### src/rtl/bp_cfg_loader.sv
// Boot-time configuration sequencer: freezes all cores, programs core IDs, loads CCE
// microcode from a synchronous ROM, sets CCE mode and unfreezes, with credit flow control.
module bp_cfg_loader #(
    parameter int num_core_p          = 2,
    parameter int cce_instr_ram_els_p = 256,
    parameter int cce_instr_width_p   = 64,
    parameter int cfg_addr_width_p    = 16,
    parameter int data_width_p        = 64,
    parameter int max_credits_p       = 4,
    localparam int core_w   = (num_core_p > 1) ? $clog2(num_core_p) : 1,
    localparam int instr_w  = (cce_instr_ram_els_p > 1) ? $clog2(cce_instr_ram_els_p) : 1,
    localparam int credit_w = $clog2(max_credits_p + 1)
) (
    input  logic                         clk_i,
    input  logic                         reset_i,
    output logic                         cfg_v_o,
    input  logic                         cfg_ready_i,
    output logic [core_w-1:0]            cfg_core_o,
    output logic [cfg_addr_width_p-1:0]  cfg_addr_o,
    output logic [data_width_p-1:0]      cfg_data_o,
    input  logic                         cfg_ack_i,
    output logic [instr_w-1:0]           rom_addr_o,
    input  logic [cce_instr_width_p-1:0] rom_data_i,
    output logic                         done_o
);

    localparam logic [cfg_addr_width_p-1:0] freeze_addr   = cfg_addr_width_p'(16'h0008);
    localparam logic [cfg_addr_width_p-1:0] core_id_addr  = cfg_addr_width_p'(16'h0010);
    localparam logic [cfg_addr_width_p-1:0] cce_mode_addr = cfg_addr_width_p'(16'h0018);
    localparam logic [cfg_addr_width_p-1:0] ucode_base    = cfg_addr_width_p'(16'h8000);

    typedef enum logic [3:0] {
        e_reset, e_freeze, e_core_id, e_ucode, e_mode,
        e_drain, e_unfreeze, e_drain2, e_done
    } state_e;

    state_e                state, state_n;
    logic [core_w-1:0]     core_cnt;
    logic [instr_w-1:0]    instr_cnt;
    logic [credit_w-1:0]   credits;
    logic                  rom_valid;
    logic                  write_state, hs, last_core, last_instr, last_elem;

    always_comb begin
        write_state = state inside {e_freeze, e_core_id, e_ucode, e_mode, e_unfreeze};
        cfg_v_o     = write_state && (credits < credit_w'(max_credits_p))
                      && ((state != e_ucode) || rom_valid);
        hs          = cfg_v_o && cfg_ready_i;
        last_core   = (core_cnt == core_w'(num_core_p - 1));
        last_instr  = (instr_cnt == instr_w'(cce_instr_ram_els_p - 1));
        last_elem   = last_core && ((state != e_ucode) || last_instr);
        done_o      = (state == e_done);
        rom_addr_o  = instr_cnt;
    end

    // NOTE: every output of this block gets a default first, so no path can infer a latch.
    always_comb begin
        state_n    = state;
        cfg_core_o = '0;
        cfg_addr_o = '0;
        cfg_data_o = '0;
        case (state)
            e_reset: state_n = e_freeze;
            e_freeze: begin
                cfg_core_o = core_cnt;
                cfg_addr_o = freeze_addr;
                cfg_data_o = data_width_p'(1);
                if (hs && last_elem) state_n = e_core_id;
            end
            e_core_id: begin
                cfg_core_o = core_cnt;
                cfg_addr_o = core_id_addr;
                cfg_data_o = data_width_p'(core_cnt);
                if (hs && last_elem) state_n = e_ucode;
            end
            e_ucode: begin
                cfg_core_o = core_cnt;
                cfg_addr_o = ucode_base + (cfg_addr_width_p'(instr_cnt) << 3);
                cfg_data_o[cce_instr_width_p-1:0] = rom_data_i;
                if (hs && last_elem) state_n = e_mode;
            end
            e_mode: begin
                cfg_core_o = core_cnt;
                cfg_addr_o = cce_mode_addr;
                cfg_data_o = data_width_p'(1);
                if (hs && last_elem) state_n = e_drain;
            end
            e_drain: if (credits == '0) state_n = e_unfreeze;
            e_unfreeze: begin
                cfg_core_o = core_cnt;
                cfg_addr_o = freeze_addr;
                if (hs && last_elem) state_n = e_drain2;
            end
            e_drain2: if (credits == '0) state_n = e_done;
            e_done: state_n = e_done;
            default: state_n = e_reset;
        endcase
    end

    // NOTE: state registers use non-blocking assignments so all of them update together.
    always_ff @(posedge clk_i) begin
        if (reset_i) begin
            state     <= e_reset;
            core_cnt  <= '0;
            instr_cnt <= '0;
            credits   <= '0;
            rom_valid <= 1'b0;
        end else begin
            state <= state_n;
            if (hs) begin
                if (last_elem) begin
                    core_cnt  <= '0;
                    instr_cnt <= '0;
                end else if (state == e_ucode) begin
                    if (last_instr) begin
                        instr_cnt <= '0;
                        core_cnt  <= core_cnt + core_w'(1);
                    end else begin
                        instr_cnt <= instr_cnt + instr_w'(1);
                    end
                end else begin
                    core_cnt <= core_cnt + core_w'(1);
                end
            end
            // ROM data is trusted one cycle after the address settles in e_ucode.
            rom_valid <= (state == e_ucode) && !hs;
            case ({hs, cfg_ack_i})
                2'b10:   credits <= credits + credit_w'(1);
                2'b01:   if (credits != '0) credits <= credits - credit_w'(1);
                default: credits <= credits;
            endcase
        end
    end

    ack_underflow_a: assert property (@(posedge clk_i) disable iff (reset_i)
        !(cfg_ack_i && !hs && (credits == '0)));

endmodule

### config.mk
export PLATFORM = sky130hd
export DESIGN_NAME = bp_cfg_loader
export DESIGN_NICKNAME = d
export VERILOG_FILES = /design/src/rtl/bp_cfg_loader.sv
export SDC_FILE = /design/constraint.sdc
export NUM_CORES = 1
export LEC_CHECK = 0
export CAP_MARGIN = 20
export CORE_MARGIN = 4
export CORE_UTILIZATION = 31
export DETAILED_ROUTE_END_ITERATION = 6
export GPL_ROUTABILITY_DRIVEN = 0
export PLACE_DENSITY = 0.92
export SYNTH_ARGS = -nofsm -noshare
export SYNTH_HDL_FRONTEND = slang
export SYNTH_SLANG_ARGS = --single-unit
### constraint.sdc
create_clock -name clk_i -period 2.8 [get_ports clk_i]
set_clock_uncertainty 0.05 [all_clocks]
set_input_delay 0.56 -clock clk_i [delete_from_list [all_inputs] [get_ports clk_i]]
set_output_delay 0.56 -clock clk_i [all_outputs]
set_load 0.05 [all_outputs]
Word-level counts from Yosys, hierarchy flattened
Cells that the tools add are included.
{ "totals": {"ff_bits": 17, "output_inout_bits": 91, "elab_cells": 73} }
{ "classes": {"add_sub_neg": 5, "n_lt_le_gt_ge": 1, "eq_ne": 21, "n_mux": 19, "reduce_logical": 22} }
{ "ops": {"columns": ["operator", "n"], "rows": [
  ["one-hot mux 64 bit (3 select lines)", 1],
  ["one-hot mux 16 bit (4 select lines)", 1],
  ["one-hot mux 4 bit (9 select lines)", 1],
  ["two-way mux 4 bit", 7],
  ["two-way mux 8 bit", 3],
  ["adder 16 x 11 -> 16 bit (first input constant)", 1],
  ["== test 4 x 3 -> 1 bit (second input constant)", 4],
  ["inequality test 2 x 1 -> 1 bit (second input constant)", 5],
  ["adder 8 x 1 -> 8 bit (second input constant)", 1],
  ["== test 4 x 2 -> 1 bit (second input constant)", 2],
  ["== test 8 bit (second input constant)", 1],
  ["AND reduction 7 bit", 1],
  ["logical AND 1 bit", 6],
  ["inequality test 2 bit (second input constant)", 3],
  ["one-hot mux 3 bit (2 select lines)", 1],
  ["AND reduction 2 bit", 3],
  ["nonzero test 5 bit", 1],
  ["OR reduction 5 bit", 1],
  ["== test 4 x 1 -> 1 bit (second input constant)", 1],
  ["== test 4 bit (second input constant)", 1],
  ["zero test 4 bit", 1],
  ["two-way mux 1 bit", 4],
  ["inequality test 4 x 2 -> 1 bit (second input constant)", 1],
  ["nonzero test 2 bit", 2],
  ["other kinds (13)", 15]
]} }

Logic depth before layout (Yosys ltp)
Gate-level depths: netlist of run 1.
{ "depth": {"word_depth": 8, "depth_mapped": 8} }

Worst setup path after synthesis of run 1
Ideal clock, no wire load.
{ "synth_path": {"path_kind": "reg-to-output", "startpoint": "register state[0]", "endpoint": "output port cfg_data_o[16]", "arrival_time_ns": 1.980, "t_required_ns": 2.190, "path_slack_ns": 0.210, "path_stages_with_launch": 6, "n_path_buf": 3, "cell_sequence": "dfxtp_1 -> buf_6 -> and4bb_2 -> buf_2 -> clkbuf_1 -> and2_1"} }
{ "synth_via": {"elab_chain_len": 3} }
{ "synth_lines": {"columns": ["element", "line", "rtl"], "rows": [
  ["start: declaration", "37", "state_e state, state_n;"],
  ["start signal: assignment", "103", "state <= e_reset;"],
  ["start signal: assignment", "109", "state <= state_n;"],
  ["== test 4 x 1 -> 1 bit / == test 4 x 3 -> 1 bit (equally long branches)", "62", "case (state)"],
  ["OR reduction 2 bit (no source line)", null, null],
  ["one-hot mux 64 bit (3 select lines) (*)", "62", null],
  ["end: declaration", "20", "output logic [data_width_p-1:0] cfg_data_o,"]
]} }
Every way passes the cells marked *; elsewhere a longest branch is shown, timed or not.

Final worst setup path of run 1
{ "layout_path": {"startpoint": "register state[0]", "endpoint": "output port cfg_data_o[19]"} }
Same word-level chain as after synthesis.

==> results of run 1 <==
-- through the flow --
| step | std cells | power [µW] | area [µm²] | hold WS (ns) | setup WS (ns) |
|---|---|---|---|---|---|
| floorplan | 243 | 1410 | 1770 | 0.464 | 0.210 |
| global placement | 448 | 2040 | 3990 | 0.474 | 0.303 |
| detailed placement | 448 | 2100 | 3990 | 0.490 | 0.186 |
| CTS | 452 | 2290 | 4030 | 0.500 | 0.0411 |
| global route | 452 | 2410 | 4040 | 0.539 | 0.160 |
| finish | 452 | 2290 | 4040 | 0.505 | 0.309 |
-- final timing paths --
| check | from | endpoint | depth (start not counted) |
|---|---|---|---|
| max | state[0] | cfg_data_o[19] | 4 |
| min | rom_addr_o[1] | rom_addr_o[1] | 2 |
| max reg2reg | state[0] | credits[2] | 8 |
| min reg2reg | rom_addr_o[1] | rom_addr_o[1] | 2 |
-- flip-flops by register name, indices dropped and copies added (netlist names) --
register,flops
rom_valid,1
core_cnt,1
state,4
credits,3
rom_addr_o,8
-- layer usage --
| metal | vias to the layer above | track usage |
|---|---|---|
| met5 | - | 0 |
| met2 | 126 | 0.410 |
| met3 | 15 | 0.0427 |
| li1 | 1076 | - |
| met4 | 0 | 0.0609 |
| met1 | 1008 | 0.256 |
-- worst max-delay path, cell delays in order, from the launching register on --
cell	delay, ns
sky130_fd_sc_hd__dfxtp_1	0.56
sky130_fd_sc_hd__and4bb_2	0.31
sky130_fd_sc_hd__buf_4	0.34
sky130_fd_sc_hd__and2_1	0.25
sky130_fd_sc_hd__buf_12	0.15
-- power groups by stage --
stage | logic, µW | registers, µW | clock network (µW)
2_1_floorplan | 1070 | 333 | 0
3_3_place_gp | 1660 | 379 | 0
3_5_place_dp | 1710 | 386 | 0
4_1_cts | 1720 | 380 | 188
5_1_grt | 1810 | 398 | 204
6_report | 1720 | 385 | 187
-- Yosys cell counts (5+ instances only) --
library cell               instances  area share
sky130_fd_sc_hd__inv_1             7       0.015
sky130_fd_sc_hd__dfxtp_1          17        0.19
sky130_fd_sc_hd__or3_1             7       0.025
sky130_fd_sc_hd__a21oi_1           9       0.026
sky130_fd_sc_hd__buf_4             7       0.030
sky130_fd_sc_hd__o21ai_0           5       0.014
sky130_fd_sc_hd__nand2_1          11       0.024
sky130_fd_sc_hd__nor2_1           15       0.032
sky130_fd_sc_hd__nand3_1          11       0.031
sky130_fd_sc_hd__nand2b_1          5       0.018
sky130_fd_sc_hd__nor3_1            5       0.014
sky130_fd_sc_hd__clkbuf_1         12       0.026
sky130_fd_sc_hd__and2_1           70        0.25
-- final cells by class --
class / count / area share
Clock buffer: 4 / 0.0112
Inverter: 7 / 0.00651
Multi-Input combinational cell: 195 / 0.314
Sequential cell: 17 / 0.0846
Tap cell: 72 / 0.0223
Timing Repair Buffer: 157 / 0.561
-- placed cells by master, fill, tap and decap left out, drive strengths merged, types with 5 or more instances in the layout --
| cell | netlist | layout |
|---|---|---|
| buf | 12 | 80 |
| clkdlybuf4s50 | 0 | 75 |
| and2 | 70 | 70 |
| dfxtp | 17 | 17 |
| nor2 | 15 | 15 |
| nand2 | 11 | 11 |
| nand3 | 11 | 11 |
| a21oi | 9 | 9 |
| inv | 7 | 7 |
| or3 | 7 | 7 |
| conb | 1 | 7 |
| nand2b | 5 | 5 |
| nor3 | 5 | 5 |
| o21ai | 5 | 5 |
-- repair_timing --
action / 4_1_cts / 5_1_grt
setup buffers: 0 / 0
gates resized for setup: 0 / 3
endpoints found under the setup margin: 0 / 2
hold buffers: 0 / 0
-- kinds of logic (layout without fill, tap and decap cells) --
kind of cell / after synthesis / after routing
muxes: 8 / 8
other: 1 / 7
and+or+nand+nor: 139 / 139
buffers and inverters: 31 / 168
xor gates and xnor gates: 3 / 3
AOI/OAI and AO/OA: 36 / 36
adders and majority gates: 2 / 2
DFF: 17 / 17
==> reports/qor.csv, run 1 <==
stage;metric;value;unit
routing;topRoutingLayerUsed;met4;
yosys;synth.distinct_cells;50;
yosys;synth-simple-area-share;0.459;
timing;final.period_utilization;0.890;
setup_path;setup.reg_to_reg.worst_slack;0.38;ns
die;floorplan.core_area;5470;µm²
finish;multi_input_area;1270;µm²
routing;met1Wirelength;2760;µm
routing;post-route-drc-count;0;
setup_path;crit_fanout;48;
timing;final-hold-violation-count;0;
timing;worstMarginPinSlew;0.538;ns
clocking;cts_buffers;3;
grt;grt_use_total;0.221;
setup_path;critPathLaunchType;flop;
placed_design;port_buffers;151;
clocking;clock_tree_from_tritoncts;yes;
power;power.share.clock;0.082;
yosys;yosys_register_bits;17;
finish;antenna_cells_inserted;0;
die;die_y;83.1;µm
die;die_width;83.1;µm
clocking;clk_latency;0.25;ns
routing;dr_total_vias;2225;
routing;wl_met2;4320;µm
yosys;mapped_cell_area;1750;µm²
die;std_cell_rows;27;
grt;global_route_wire_length_before_repair;12600;µm
finish;utilization;0.738;
power;ir_drop;0.520;mV
die;initial_core_util;0.319;
grt;grt_start_max_net_pins;49;
routing;drtIter0Drc;220;
power;power.share.combinational;0.750;
power;sw_frac_of_total;0.499;
power;pwr-share-seq;0.168;
finish;post_route_cells_drive_above_1_share;0.255;
yosys;syn-mean-instance-area;7.38;µm²
power;cellInternalPower;1150;µW
setup_path;critical_path.endpoint_type;output port;
flow_run;drv.max_cap_violation_count;0;
timing;number_of_max_slew_violations_in_the_final_report;0;
routing;detailedRoute.firstPassIterationCount;4;
finish;fin_nets;451;
clocking;cts_htree_levels;1;
timing;totalNegativeSetupSlack;0;ns
timing;fmaxAchievable;0.401;GHz
setup_path;cp.arrival;1.88;ns
yosys;postSynth.topFlopCell;sky130_fd_sc_hd__dfxtp_1;
yosys;synth_cells;237;
routing;wl;7840;µm
setup_path;criticalPathCategory;flop to output port;
grt;global_route_congestion_overflow_total;0;
clocking;cts.reportedPaths.clkPinSlew;0.07;ns
timing;timing.slew.headroom;0.640;
yosys;synth.mux.area_fraction;0.0487;
timing;layout_min_cycle_time;2.49;ns
finish;regArea;342;µm²
yosys;seq_area_frac_synth;0.195;
routing;drt-wirelength-per-cell;17.3;µm
power;power.leakage;0.00160;µW
placed_design;final_hpwl_dp;6630;µm
clocking;cts.sink_count;17;
yosys;post_synthesis_compound_gate_area_fraction;0.170;
clocking;root_buffer;sky130_fd_sc_hd__clkbuf_8;
power;switchingPower;1140;µW
yosys;largest_family_of_logic_cells_by_synthesized_area;simple AND/OR/NAND/NOR gates;
die;die_area;6900;µm²
routing;detailroute.wirelength.met3;590;µm
yosys;synth_edf_count;0;
die;ios;159;
grt;number_of_antenna_violations_at_the_first_check_in_global_routing;0;
routing;drt-vias-per-instance;4.92;
yosys;synthXorXnorAreaFrac;0.0150;
power;power_density;567;nW/µm²
yosys;yosys.area_share.adder;0.0186;
setup_path;cp_data_required_time;2.19;ns
finish;area.growth.synth_to_final;131;%
finish;nFillCells;342;
yosys;proportion_of_synthesized_flip_flops_having_asynchronous_set_or_reset;0;
clocking;cts-root-to-sink-buffers;2;
timing;grt_setup_unrepaired;no;
min_path;worstHoldPathType;flop to flop;
run_status;status;complete, no violations;
routing;antenna_left;0;
timing;report.final.setup_viol;0;
yosys;synth_warn;0;
grt;first_global_vias;2255;
Note: power is estimated with default switching activity, not from simulation.
==> run 2: changes to the inputs <==
- PLACE_DENSITY: 0.92 -> 0.81
==> reports/qor.csv, run 2 (synthesized netlist as in run 1, its figures left out) <==
stage;metric;value;unit;change
die;die_y;83.1;µm;unchanged
finish;final_common_cell;sky130_fd_sc_hd__clkdlybuf4s50_1;;
routing;post-route-drc-count;0;;unchanged
setup_path;worst_path_most_repeated_cell;sky130_fd_sc_hd__nor2_1;;
setup_path;critical_path.top_delay_family;buffers and inverters;;
finish;utilization;0.738;;unchanged
timing;fmaxAchievable;0.376;GHz;-6.2%
setup_path;criticalPathCategory;flop to output port;;
power;power.leakage;0.00157;µW;-1.9%
setup_path;crit_fanout;12;;-75%
finish;antenna_cells_inserted;0;;unchanged
clocking;root_buffer;sky130_fd_sc_hd__clkbuf_8;;
grt;global_route_congestion_overflow_total;0;;unchanged
finish;area.growth.synth_to_final;131;%;unchanged
setup_path;critical_path.slowest_cell;sky130_fd_sc_hd__clkdlybuf4s50_1;;
power;cellInternalPower;1150;µW;+0.45%
clocking;cts_hold_buffers;0;;unchanged
routing;drt-vias-per-instance;5.00;;+1.7%
timing;grt_setup_unrepaired;no;;
finish;fin_nets;450;;-0.22%
power;power.share.combinational;0.748;;-0.002
die;die_area;6900;µm²;unchanged
clocking;clk_latency;0.26;ns;about the same
setup_path;critical_path.endpoint_type;output port;;
setup_path;critical_path.cell_chain;xnor2_1, nor2_1, a31oi_1, nor2_1, clkdlybuf4s50_1;;
routing;wl;7680;µm;-2.0%
die;initial_core_util;0.319;;unchanged
clocking;cts-root-to-sink-buffers;2;;unchanged
timing;layout_min_cycle_time;2.66;ns;+0.166 ns
power;power_density;565;nW/µm²;-0.35%
die;die_width;83.1;µm;unchanged
setup_path;cp.arrival;2.05;ns;+0.17 ns
routing;drtIter0Drc;174;;-21%
power;switchingPower;1130;µW;-1.1%
power;power.share.clock;0.083;;about the same
routing;drt-wirelength-per-cell;17.0;µm;-1.7%
clocking;cts_buffers;3;;unchanged
clocking;clock_tree_from_tritoncts;yes;;
grt;number_of_antenna_violations_at_the_first_check_in_global_routing;0;;unchanged
grt;first_global_vias;2154;;-4.5%
grt;grt_start_max_net_pins;76;;+55%
die;ios;159;;unchanged
grt;global_route_wire_length_before_repair;11900;µm;-5.4%
power;pwr-share-seq;0.169;;about the same
timing;final.period_utilization;0.949;;+0.0592
clocking;cts.reportedPaths.clkPinSlew;0.07;ns;about the same
power;ir_drop;0.667;mV;+28%
setup_path;cp_data_required_time;2.19;ns;about the same
flow_run;drv.max_cap_violation_count;0;;unchanged
power;sw_frac_of_total;0.495;;-0.00401
routing;dr_total_vias;2257;;+1.4%
die;std_cell_rows;27;;unchanged
timing;number_of_max_slew_violations_in_the_final_report;0;;unchanged
setup_path;path_buf_inv;1;;-1
clocking;post-cts-setup-buffer-count;0;;unchanged
timing;totalNegativeSetupSlack;0;ns;unchanged
setup_path;critPathLaunchType;flop;;
grt;grt_use_total;0.214;;-0.00757
finish;most-common-layout-cells;sky130_fd_sc_hd__clkdlybuf4s50_1 (77), sky130_fd_sc_hd__buf_12 (72), sky130_fd_sc_hd__and2_1 (70);;
clocking;cts.sink_count;17;;unchanged
clocking;cts_htree_levels;1;;unchanged
finish;post_route_cells_drive_above_1_share;0.253;;-0.00197
die;floorplan.core_area;5470;µm²;unchanged
min_path;worstHoldPathType;flop to flop;;
run_status;status;complete, no violations;;
timing;report.final.setup_viol;0;;unchanged
routing;antenna_left;0;;unchanged
routing;detailedRoute.firstPassIterationCount;4;;unchanged
timing;timing.slew.headroom;0.642;;+0.00150
timing;final-hold-violation-count;0;;unchanged
timing;worstMarginPinSlew;0.536;ns;-0.00224 ns
setup_path;critical_path.max_stage_delay;0.81;ns;+0.25 ns
placed_design;port_buffers;151;;unchanged
finish;largest_register_ff_count;8;;unchanged
placed_design;final_hpwl_dp;6500;µm;-1.9%
run 2: metrics by stage:
step / hold WS, ns / area [µm²] / total power, µW / setup WS [ns] / cells
finish: 0.482 / 4040 / 2280 / 0.144 / 451
global route: 0.511 / 4040 / 2400 / 0.0110 / 451
global placement: 0.456 / 3990 / 2050 / 0.301 / 447
CTS: 0.480 / 4040 / 2280 / 0.102 / 451
detailed placement: 0.460 / 3990 / 2090 / 0.168 / 447
floorplan: 0.464 / 1770 / 1410 / 0.210 / 243
run 2: worst reg2reg max path: cells and delay by family, from the launching register on:
family                     cells  cell delay, ns
adders and majority gates      1            0.38
muxes                          2            0.46
DFF                            1            0.57
and+or+nand+nor                4            0.73
run 2: timing repair:
| item | in CTS | in global routing |
|---|---|---|
| endpoints found under the setup margin | 0 | 1 |
| hold endpoints to repair | 0 | 0 |
| resized for setup | 0 | 1 |
run 2: layout make-up:
class                      count  area, µm²
fill                         382       1440
sequential                    17        342
timing repair buffer         156       2260
clock buffer                   4       45.0
inverter                       7       26.3
tap                           72       90.1
multi-input combinational    195       1270
run 2: power by group through the flow:
stage / clock [µW] / combinational (µW) / sequential [µW]
CTS: 191 / 1710 / 381
floorplan: 0 / 1070 / 333
finish: 190 / 1710 / 385
detailed placement: 0 / 1700 / 386
global route: 201 / 1800 / 397
global placement: 0 / 1670 / 382
run 2: path summary, 6_finish.rpt:
kind | end | slack [ns] | depth (start not counted) | start
hold reg to reg | rom_addr_o[7] | 0.48 | 2 | rom_addr_o[7]
hold / removal | rom_addr_o[7] | 0.48 | 2 | rom_addr_o[7]
setup / recovery | cfg_addr_o[4] | 0.14 | 5 | state[1]
setup reg to reg | credits[2] | 0.51 | 7 | state[1]
run 2: routing by layer:
metal,track usage,part of all wire,vias up
li1,-,-,1068
met1,0.236,0.34,1041
met2,0.402,0.55,135
met3,0.0506,0.088,13
met4,0.0594,0.023,0
met5,0,0,-
==> run 3: changes to the inputs <==
- CORE_MARGIN: 4 -> 1
==> reports/qor.csv, run 3 (synthesized netlist as in run 1, its figures left out) <==
stage;metric;value;unit;change
grt;grt_start_max_net_pins;51;;-33%
clocking;clock_tree_from_tritoncts;yes;;
clocking;cts.sink_count;17;;unchanged
timing;totalNegativeSetupSlack;0;ns;unchanged
routing;antenna_left;0;;unchanged
routing;drtIter0Drc;138;;-21%
placed_design;port_buffers;151;;unchanged
routing;detailedRoute.firstPassIterationCount;5;;+1
die;die_y;77.1;µm;-7.2%
setup_path;setup.reg_to_reg.worst_slack;0.52;ns;about the same
setup_path;criticalPathCategory;flop to output port;;
grt;first_global_vias;2207;;+2.5%
setup_path;cp_data_required_time;2.19;ns;about the same
flow_run;drv.max_cap_violation_count;0;;unchanged
timing;report.final.setup_viol;0;;unchanged
grt;number_of_antenna_violations_at_the_first_check_in_global_routing;0;;unchanged
finish;largest_register_ff_count;8;;unchanged
power;power.leakage;0.00158;µW;+0.51%
timing;fmaxAchievable;0.376;GHz;-0.21%
clocking;cts_htree_levels;1;;unchanged
run_status;status;complete, no violations;;
power;ir_drop;0.584;mV;-12%
finish;most-common-layout-cells;sky130_fd_sc_hd__clkdlybuf4s50_1 (77), sky130_fd_sc_hd__buf_12 (72), sky130_fd_sc_hd__and2_1 (70);;
routing;dr_total_vias;2260;;+0.13%
routing;post-route-drc-count;0;;unchanged
timing;worstMarginPinSlew;0.521;ns;-0.0150 ns
power;power_density;561;nW/µm²;-0.79%
clocking;cts.reportedPaths.clkPinSlew;0.07;ns;about the same
min_path;worstHoldPathType;flop to flop;;
timing;final.period_utilization;0.951;;+0.00203
grt;grt_use_total;0.237;;+0.0231
finish;antenna_cells_inserted;0;;unchanged
clocking;cts_hold_buffers;0;;unchanged
clocking;post-cts-setup-buffer-count;0;;unchanged
clocking;cts-root-to-sink-buffers;2;;unchanged
finish;post_route_cells_drive_above_1_share;0.261;;+0.00723
timing;grt_setup_unrepaired;no;;
die;std_cell_rows;26;;-3.7%
setup_path;crit_fanout;12;;unchanged
grt;global_route_wire_length_before_repair;11200;µm;-6.3%
setup_path;cp.arrival;2.05;ns;about the same
finish;utilization;0.767;;+0.0298
clocking;clk_latency;0.25;ns;about the same
finish;final_common_cell;sky130_fd_sc_hd__clkdlybuf4s50_1;;
clocking;cts_buffers;3;;unchanged
timing;timing.slew.headroom;0.652;;+0.0100
die;die_width;77.1;µm;-7.2%
placed_design;final_hpwl_dp;5990;µm;-7.8%
routing;drt-wirelength-per-cell;15.8;µm;-7.3%
clocking;cts.repair.resized;0;;unchanged
die;die_area;5940;µm²;-14%
timing;final-hold-violation-count;0;;unchanged
timing;layout_min_cycle_time;2.66;ns;+0.00569 ns
die;ios;159;;unchanged
clocking;root_buffer;sky130_fd_sc_hd__clkbuf_8;;
routing;wl;7110;µm;-7.5%
setup_path;critPathLaunchType;flop;;
routing;drt-vias-per-instance;5.02;;+0.36%
setup_path;critical_path.endpoint_type;output port;;
finish;fin_nets;451;;+0.22%
die;floorplan.core_area;5270;µm²;-3.7%
grt;global_route_congestion_overflow_total;0;;unchanged
finish;area.growth.synth_to_final;131;%;
die;initial_core_util;0.332;;+0.0123
timing;number_of_max_slew_violations_in_the_final_report;0;;unchanged
## run 3: cell count changes in the layout (fill, tap and decap cells not counted), sizes merged
cell	delta
buf	+1
clkbuf	-1
clkinv	+1
## run 3: metal layers
metal / track usage / share of wire / vias to the layer above
met1: 0.237 / 0.34 / 1042
li1: - / - / 1074
met5: 0 / 0 / -
met2: 0.462 / 0.55 / 130
met3: 0.0643 / 0.088 / 14
met4: 0.0830 / 0.026 / 0
## run 3: area by class of cell
type	count	area (µm²)
flip-flops and latches	17	343
clock inverters	1	5.00
inverters	7	26.3
repair buffers	157	2270
multi-input cells	195	1270
well taps	70	87.6
fillers	361	1230
clock buffers	3	41.3
## run 3: critical path, cell delays in order, from the launching register on
cell and delay (ns):
sky130_fd_sc_hd__dfxtp_1 0.57, sky130_fd_sc_hd__xnor2_1 0.12, sky130_fd_sc_hd__nor2_1 0.11, sky130_fd_sc_hd__a31oi_1 0.06
sky130_fd_sc_hd__nor2_1 0.12, sky130_fd_sc_hd__clkdlybuf4s50_1 0.81
## run 3: worst paths after layout
kind                      start            end  cells past startpoint
hold reg to reg   rom_addr_o[0]  rom_addr_o[0]                      2
hold / removal    rom_addr_o[0]  rom_addr_o[0]                      2
setup / recovery       state[1]  cfg_addr_o[4]                      5
setup reg to reg       state[1]     credits[2]                      7
## run 3: where the power goes
group,switching (µW),total [µW],internal (µW)
clock,86.3,185,98.7
sequential,104,395,291
combinational,929,1690,759
## run 3: metrics by stage
step / setup slack, ns / cells / instance area, µm² / hold WS, ns / total power, µW
2_1_floorplan: 0.210 / 243 / 1770 / 0.464 / 1410
3_3_place_gp: 0.303 / 446 / 4000 / 0.480 / 2040
3_5_place_dp: 0.200 / 446 / 4000 / 0.495 / 2080
4_1_cts: 0.0875 / 450 / 4040 / 0.507 / 2270
5_1_grt: 0.0254 / 450 / 4040 / 0.536 / 2390
6_report: 0.138 / 450 / 4040 / 0.508 / 2270
